$ cat src/rtl/joybus_pkg.sv
// joybus_pkg: command encodings, per-command transfer lengths and the
// scheduler state type shared by the JOYBUS command scheduler files.
package joybus_pkg;

    localparam logic [7:0] JB_OP_STATUS = 8'h00;
    localparam logic [7:0] JB_OP_ORIGIN = 8'h41;
    localparam logic [7:0] JB_OP_POLL   = 8'h40;
    localparam logic [7:0] JB_OP_RESET  = 8'hFF;

    localparam logic [1:0] JB_TX_LEN_SHORT = 2'd1;
    localparam logic [1:0] JB_TX_LEN_POLL  = 2'd3;

    localparam logic [3:0] JB_RX_LEN_RESET  = 4'd3;
    localparam logic [3:0] JB_RX_LEN_ORIGIN = 4'd10;
    localparam logic [3:0] JB_RX_LEN_STATUS = 4'd3;
    localparam logic [3:0] JB_RX_LEN_POLL   = 4'd8;

    typedef enum logic [2:0] {
        ST_IDLE,
        ST_ISSUE,
        ST_WAIT_TX,
        ST_WAIT_RX,
        ST_GAP
    } jb_state_t;

    function automatic logic [1:0] jb_tx_len(input logic [7:0] op);
        return (op == JB_OP_POLL) ? JB_TX_LEN_POLL : JB_TX_LEN_SHORT;
    endfunction

    function automatic logic [3:0] jb_rx_len(input logic [7:0] op);
        case (op)
            JB_OP_RESET:  return JB_RX_LEN_RESET;
            JB_OP_ORIGIN: return JB_RX_LEN_ORIGIN;
            JB_OP_POLL:   return JB_RX_LEN_POLL;
            default:      return JB_RX_LEN_STATUS;
        endcase
    endfunction

endpackage

$ cat src/rtl/joybus_req_latch.sv
// joybus_req_latch: rising-edge detection of the button requests, sticky
// pending flags and the fixed-priority selector (reset > origin > status > poll).
// Ports:
//   clk, rst                      clock, async active-high reset
//   req_reset/origin/status       raw request levels
//   poll_set                      one-cycle pulse from the poll timer
//   clr                           one-hot pending bits to clear (accepted command)
//   pending                       {reset, origin, status, poll}
//   grant, grant_op               one-hot winner and its command byte
module joybus_req_latch
    import joybus_pkg::*;
(
    input  logic       clk,
    input  logic       rst,
    input  logic       req_reset,
    input  logic       req_origin,
    input  logic       req_status,
    input  logic       poll_set,
    input  logic [3:0] clr,
    output logic [3:0] pending,
    output logic [3:0] grant,
    output logic [7:0] grant_op
);

    logic       armed;
    logic [2:0] req_q;
    logic [2:0] req_now;
    logic [2:0] rise;

    assign req_now = {req_reset, req_origin, req_status};
    // armed stays low for the first cycle after reset so a level already
    // high at release is absorbed into req_q instead of looking like an edge.
    assign rise    = armed ? (req_now & ~req_q) : 3'b000;

    always_ff @(posedge clk or posedge rst) begin
        if (rst) begin
            armed   <= 1'b0;
            req_q   <= 3'b000;
            pending <= 4'b0000;
        end else begin
            armed   <= 1'b1;
            req_q   <= req_now;
            // set after clear: a fresh edge in the accept cycle survives
            pending <= (pending & ~clr) | {rise, poll_set};
        end
    end

    always_comb begin
        grant    = 4'b0000;
        grant_op = JB_OP_STATUS;
        if (pending[3]) begin
            grant    = 4'b1000;
            grant_op = JB_OP_RESET;
        end else if (pending[2]) begin
            grant    = 4'b0100;
            grant_op = JB_OP_ORIGIN;
        end else if (pending[1]) begin
            grant    = 4'b0010;
            grant_op = JB_OP_STATUS;
        end else if (pending[0]) begin
            grant    = 4'b0001;
            grant_op = JB_OP_POLL;
        end
    end

endmodule

$ cat src/rtl/joybus_cmd_scheduler.sv
// joybus_cmd_scheduler: picks the next JOYBUS command (periodic POLL or a
// latched RESET/ORIGIN/STATUS request), offers it to the transceiver, tracks
// TX/RX completion or response timeout, then enforces an idle bus gap.
// Ports:
//   clk, rst                      clock, async active-high reset
//   req_reset/origin/status       button requests (rising edge latched)
//   poll_en                       enable periodic POLL
//   cmd_valid/ready, cmd_op/arg/tx_len/rx_len   command handshake to transceiver
//   tx_done, rx_done, rx_err      transceiver event pulses
//   busy, pending                 status
//   rsp_ok, rsp_fail, rsp_op, timeout_cnt       completion reporting
module joybus_cmd_scheduler
    import joybus_pkg::*;
#(
    parameter int          POLL_PERIOD = 400000,
    parameter int          RSP_TIMEOUT = 10000,
    parameter int          GAP_CYCLES  = 2500,
    parameter logic [15:0] POLL_ARG    = 16'h0300
) (
    input  logic        clk,
    input  logic        rst,
    input  logic        req_reset,
    input  logic        req_origin,
    input  logic        req_status,
    input  logic        poll_en,
    output logic        cmd_valid,
    input  logic        cmd_ready,
    output logic [7:0]  cmd_op,
    output logic [15:0] cmd_arg,
    output logic [1:0]  cmd_tx_len,
    output logic [3:0]  cmd_rx_len,
    input  logic        tx_done,
    input  logic        rx_done,
    input  logic        rx_err,
    output logic        busy,
    output logic [3:0]  pending,
    output logic        rsp_ok,
    output logic        rsp_fail,
    output logic [7:0]  rsp_op,
    output logic [7:0]  timeout_cnt
);

    localparam int PW = $clog2(POLL_PERIOD);
    localparam int TW = $clog2(((RSP_TIMEOUT > GAP_CYCLES) ? RSP_TIMEOUT : GAP_CYCLES) + 1);

    jb_state_t   state;
    logic [PW-1:0] poll_cnt;
    logic        poll_wrap;
    logic [TW-1:0] timer;
    logic [3:0]  grant;
    logic [3:0]  grant_q;
    logic [7:0]  grant_op;
    logic [3:0]  clr;
    logic        rx_timeout;
    logic        rx_finish;
    logic        rx_good;

    assign poll_wrap  = (poll_cnt == PW'(POLL_PERIOD - 1));
    assign clr        = (cmd_valid && cmd_ready) ? grant_q : 4'b0000;
    assign busy       = (state != ST_IDLE);
    assign rx_timeout = (timer == TW'(RSP_TIMEOUT - 1));
    assign rx_finish  = rx_err || rx_done || rx_timeout;
    // rx_err beats rx_done; rx_done beats a simultaneous timeout
    assign rx_good    = rx_done && !rx_err;

    always_ff @(posedge clk or posedge rst) begin
        if (rst) begin
            poll_cnt <= '0;
        end else begin
            poll_cnt <= poll_wrap ? '0 : poll_cnt + 1'b1;
        end
    end

    joybus_req_latch u_req_latch (
        .clk        (clk),
        .rst        (rst),
        .req_reset  (req_reset),
        .req_origin (req_origin),
        .req_status (req_status),
        .poll_set   (poll_wrap && poll_en),
        .clr        (clr),
        .pending    (pending),
        .grant      (grant),
        .grant_op   (grant_op)
    );

    always_ff @(posedge clk or posedge rst) begin
        if (rst) begin
            state       <= ST_IDLE;
            cmd_valid   <= 1'b0;
            cmd_op      <= 8'h00;
            cmd_arg     <= 16'h0000;
            cmd_tx_len  <= 2'd0;
            cmd_rx_len  <= 4'd0;
            grant_q     <= 4'b0000;
            timer       <= '0;
            rsp_ok      <= 1'b0;
            rsp_fail    <= 1'b0;
            rsp_op      <= 8'h00;
            timeout_cnt <= 8'h00;
        end else begin
            rsp_ok   <= 1'b0;
            rsp_fail <= 1'b0;
            case (state)
                ST_IDLE: begin
                    if (|pending) begin
                        cmd_valid  <= 1'b1;
                        cmd_op     <= grant_op;
                        cmd_arg    <= (grant_op == JB_OP_POLL) ? POLL_ARG : 16'h0000;
                        cmd_tx_len <= jb_tx_len(grant_op);
                        cmd_rx_len <= jb_rx_len(grant_op);
                        grant_q    <= grant;
                        state      <= ST_ISSUE;
                    end
                end
                ST_ISSUE: begin
                    if (cmd_ready) begin
                        cmd_valid <= 1'b0;
                        state     <= ST_WAIT_TX;
                    end
                end
                ST_WAIT_TX: begin
                    if (tx_done) begin
                        timer <= '0;
                        state <= ST_WAIT_RX;
                    end
                end
                ST_WAIT_RX: begin
                    if (rx_finish) begin
                        rsp_ok   <= rx_good;
                        rsp_fail <= !rx_good;
                        rsp_op   <= cmd_op;
                        if (!rx_good && timeout_cnt != 8'hFF)
                            timeout_cnt <= timeout_cnt + 8'd1;
                        timer <= '0;
                        state <= ST_GAP;
                    end else begin
                        timer <= timer + 1'b1;
                    end
                end
                ST_GAP: begin
                    if (timer == TW'(GAP_CYCLES - 1)) begin
                        timer <= '0;
                        state <= ST_IDLE;
                    end else begin
                        timer <= timer + 1'b1;
                    end
                end
                default: state <= ST_IDLE;
            endcase
        end
    end

endmodule

$ cat config.mk
export PLATFORM = sky130hd
export DESIGN_NAME = joybus_cmd_scheduler
export DESIGN_NICKNAME = d
export VERILOG_FILES = /design/src/rtl/joybus_pkg.sv /design/src/rtl/joybus_req_latch.sv /design/src/rtl/joybus_cmd_scheduler.sv
export SDC_FILE = /design/constraint.sdc
export NUM_CORES = 1
export LEC_CHECK = 0
export CAP_MARGIN = 15
export CORE_ASPECT_RATIO = 1.5
export CORE_MARGIN = 4
export CORE_UTILIZATION = 55
export CTS_BUF_LIST = sky130_fd_sc_hd__clkbuf_8 sky130_fd_sc_hd__clkbuf_16
export DETAILED_ROUTE_END_ITERATION = 10
export PLACE_DENSITY = 0.84
export REMOVE_ABC_BUFFERS = 1
export SLEW_MARGIN = 15
export SYNTH_ARGS = -nofsm -noshare
export SYNTH_HDL_FRONTEND = slang
export SYNTH_SLANG_ARGS = --single-unit
$ cat constraint.sdc
create_clock -name clk -period 6.12 [get_ports clk]
set_clock_uncertainty 0.1 [all_clocks]
set_input_delay 1.224 -clock clk [delete_from_list [all_inputs] [get_ports clk]]
set_output_delay 1.224 -clock clk [all_outputs]
set_load 0.005 [all_outputs]
==> out/qor.txt <==
vias in the first global route: 2506
FF-to-FF setup slack: 3.71 ns
hold_buf cts: 0
Sequential Power Share: 0.520
PortBufs: 48
Post-CTS Resized: 0
Crit Path Max Fanout: 12
Hold Crit Class: reg -> reg
Worst VDD drop: 0.182 mV
pin count of the biggest net entering global routing: 70
Num Clock Sinks: 69
R2R cell count: 7
commonest cells after routing, fill and taps aside: dfrtp_1, clkdlybuf4s50_1, nand2_1
RD Place Congestion: 0.810
Post-synth EDFFs: 0
largest cells by area after synthesis: dfrtp_1, buf_4, nand2_1, xor2_1, nand3_1
antenna violations before repair: 0
post-synthesis async set-or-reset flop share: 1.00
post-route ant nets: 0
clock power share: 0.458
initial cell density of the core: 0.577
worst slew pin tran: 1.00 ns
Syn Std Cell Area: 3410 um^2
Worst slew margin: 0.326
vias after detailed routing: 2534
Comb pwr share: 0.022
nets: 390
Seq/Total Area, Yosys: 0.506
Mapped Cells: 339
Fin Hold WS: 0.352 ns
Final Max Tran Viols: 0
Tcrit/Tclk final: 0.504
Core ar.: 5910 um^2
PwrDens: 220 nW/um^2
RSZ-0062 raised after global routing: no
endpoint class of the critical path: output port
CTS tree: built
Hold Violations, Final: 0
setup_tns: 0 ns
Final min period: 3.08 ns
Syn. warnings: 0
number of top-level pins: 64
Final setup viols: 0
DIE AREA: 7550 um^2
max-cap violation count: 0
Clock Latency Late Sink: 0.34 ns
number of setup buffers added after CTS: 0
Synth top area share: 0.506
status: complete, no violations
drt wl/cell: 15.4 um
gr usage total: 0.201
hpwl dp: 4.85 mm
Synth Flop Type: dfrtp_1
CTS H-tree depth: 3
cell count of the worst hold path: 1
Synth area leader: dfrtp_1
Area growth syn-to-layout: 17.5%
Clock transition at path regs: 0.08 ns
Critical Path AT: 1.76 ns
commonest non-fill, non-tap cell in the layout: dfrtp_1
global-route wire length before repair: 12.0 mm
Synth cell types: 48
CP Launch Type: register
Synth Register Bits: 69
Syn Area/Cell: 10.1 um^2
die width: 72.3 um
total grt overflow: 0
Hold Path End: u_req_latch.pending[2]
R2R Path Start: timer[0]
Die H: 104 um
Remaining DRCs: 0
maximum clock frequency: 324 MHz
drt first pass iters: 5
Root Driver: clkbuf_8
DR iter-0 viols: 142
static leakage: 1.88 nW
Pint: 0.000690 W
WL final: 7.00 mm
crit path kind: reg -> out
routed vias/inst: 5.58
Net Sw Power: 0.000190 W
reg-to-reg endpoint: timeout_cnt[1]
hold_sp: u_req_latch.req_q[1]
Req. time, crit path: 4.80 ns
layout cells sized above 1: 0.0759
Sw Ratio: 0.216
CTS Buffer Depth: 2
row count: 34
TritonCTS Buffers: 9
antenna cells: 0
[through the flow]
step | instance area, um^2 | setup slack, ns | utilization | cells | total power, W
4_1_cts | 4010 | 3.04 | 0.678 | 454 | 0.000886
5_1_grt | 4010 | 3.01 | 0.678 | 454 | 0.000911
2_1_floorplan | 3200 | 3.06 | - | 315 | 0.000476
6_report | 4010 | 3.04 | 0.678 | 454 | 0.000880
3_5_place_dp | 3790 | 2.91 | 0.641 | 438 | 0.000487
3_3_place_gp | 3790 | 2.97 | 0.641 | 438 | 0.000486
[kinds of logic after synthesis]
group	Yosys count	share of synthesized area
compound gates	52	0.100
xor+xnor	23	0.0591
fa+ha+maj	3	0.0110
buf+inv	46	0.0862
flops	69	0.506
mux	8	0.0249
other cells	2	0.00220
simple gates	136	0.210
[state kept, by name, summed over array words and instances, names as in the netlist, 3 cells and up]
register	count
poll_cnt	19
timer	14
timeout_cnt	8
u_req_latch.pending	4
cmd_op	3
cmd_rx_len	3
grant_q	3
rsp_op	3
state	3
u_req_latch.req_q	3
[cell type report]
| class | count | area, um^2 |
|---|---|---|
| Multi-Input combinational cell | 238 | 1440 |
| Fill cell | 445 | 1910 |
| Tap cell | 72 | 90.1 |
| Inverter | 8 | 30.0 |
| Timing Repair Buffer | 51 | 503 |
| Clock buffer | 9 | 124 |
| Sequential cell | 69 | 1730 |
| Clock inverter | 7 | 91.3 |
[worst max path at each step]
stage	from	to	slack (ns)	depth (start not counted)
global placement	rx_done	timeout_cnt[1]	2.97	6
floorplan	rst	cmd_arg[8]	3.06	1
global route	state[2]	busy	3.01	4
finish	state[2]	busy	3.04	4
detailed placement	rx_done	timeout_cnt[1]	2.91	6
CTS	state[2]	busy	3.04	4
[critical path, stage by stage (launching register included)]
cell and delay (ns):
dfrtp_1 0.47, nor3_1 0.22, buf_4 0.21, inv_1 0.07, clkdlybuf4s50_1 0.44
[power by group through the flow]
stage / Combinational [W] / Sequential (W) / Clock, W
after floorplan: 0.00000991 / 0.000466 / 0
after global placement: 0.0000199 / 0.000467 / 0
after detailed placement: 0.0000201 / 0.000467 / 0
after CTS: 0.0000201 / 0.000458 / 0.000409
after global routing: 0.0000230 / 0.000458 / 0.000430
final: 0.0000197 / 0.000458 / 0.000403
[routing by layer]
metal | global-route usage | vias to the layer above | wire length (um)
li1 | - | 1222 | -
met1 | 0.239 | 1233 | 2830
met2 | 0.338 | 70 | 3720
met3 | 0.0493 | 9 | 306
met4 | 0.0860 | 0 | 145
met5 | 0 | - | 0
[cells in the mapped netlist (2+ instances only)]
cell type	n
conb_1	2
dfrtp_1	69
a22o_1	3
nor4_1	4
o21ai_0	10
a32o_1	3
mux2i_1	4
nand2_1	36
nand4_1	7
xor2_1	14
nor3_1	10
a21oi_1	15
inv_1	8
o21a_1	2
xnor2_1	9
and4b_1	2
a31oi_1	9
buf_2	4
nor4_4	2
nand3b_1	2
nand2b_1	3
a21o_1	3
ha_1	3
mux2_2	3
nor2_1	27
nor2b_1	6
and3_1	5
clkbuf_1	4
buf_4	29
nand3_1	23
Note: power is estimated with default switching activity, not from simulation.
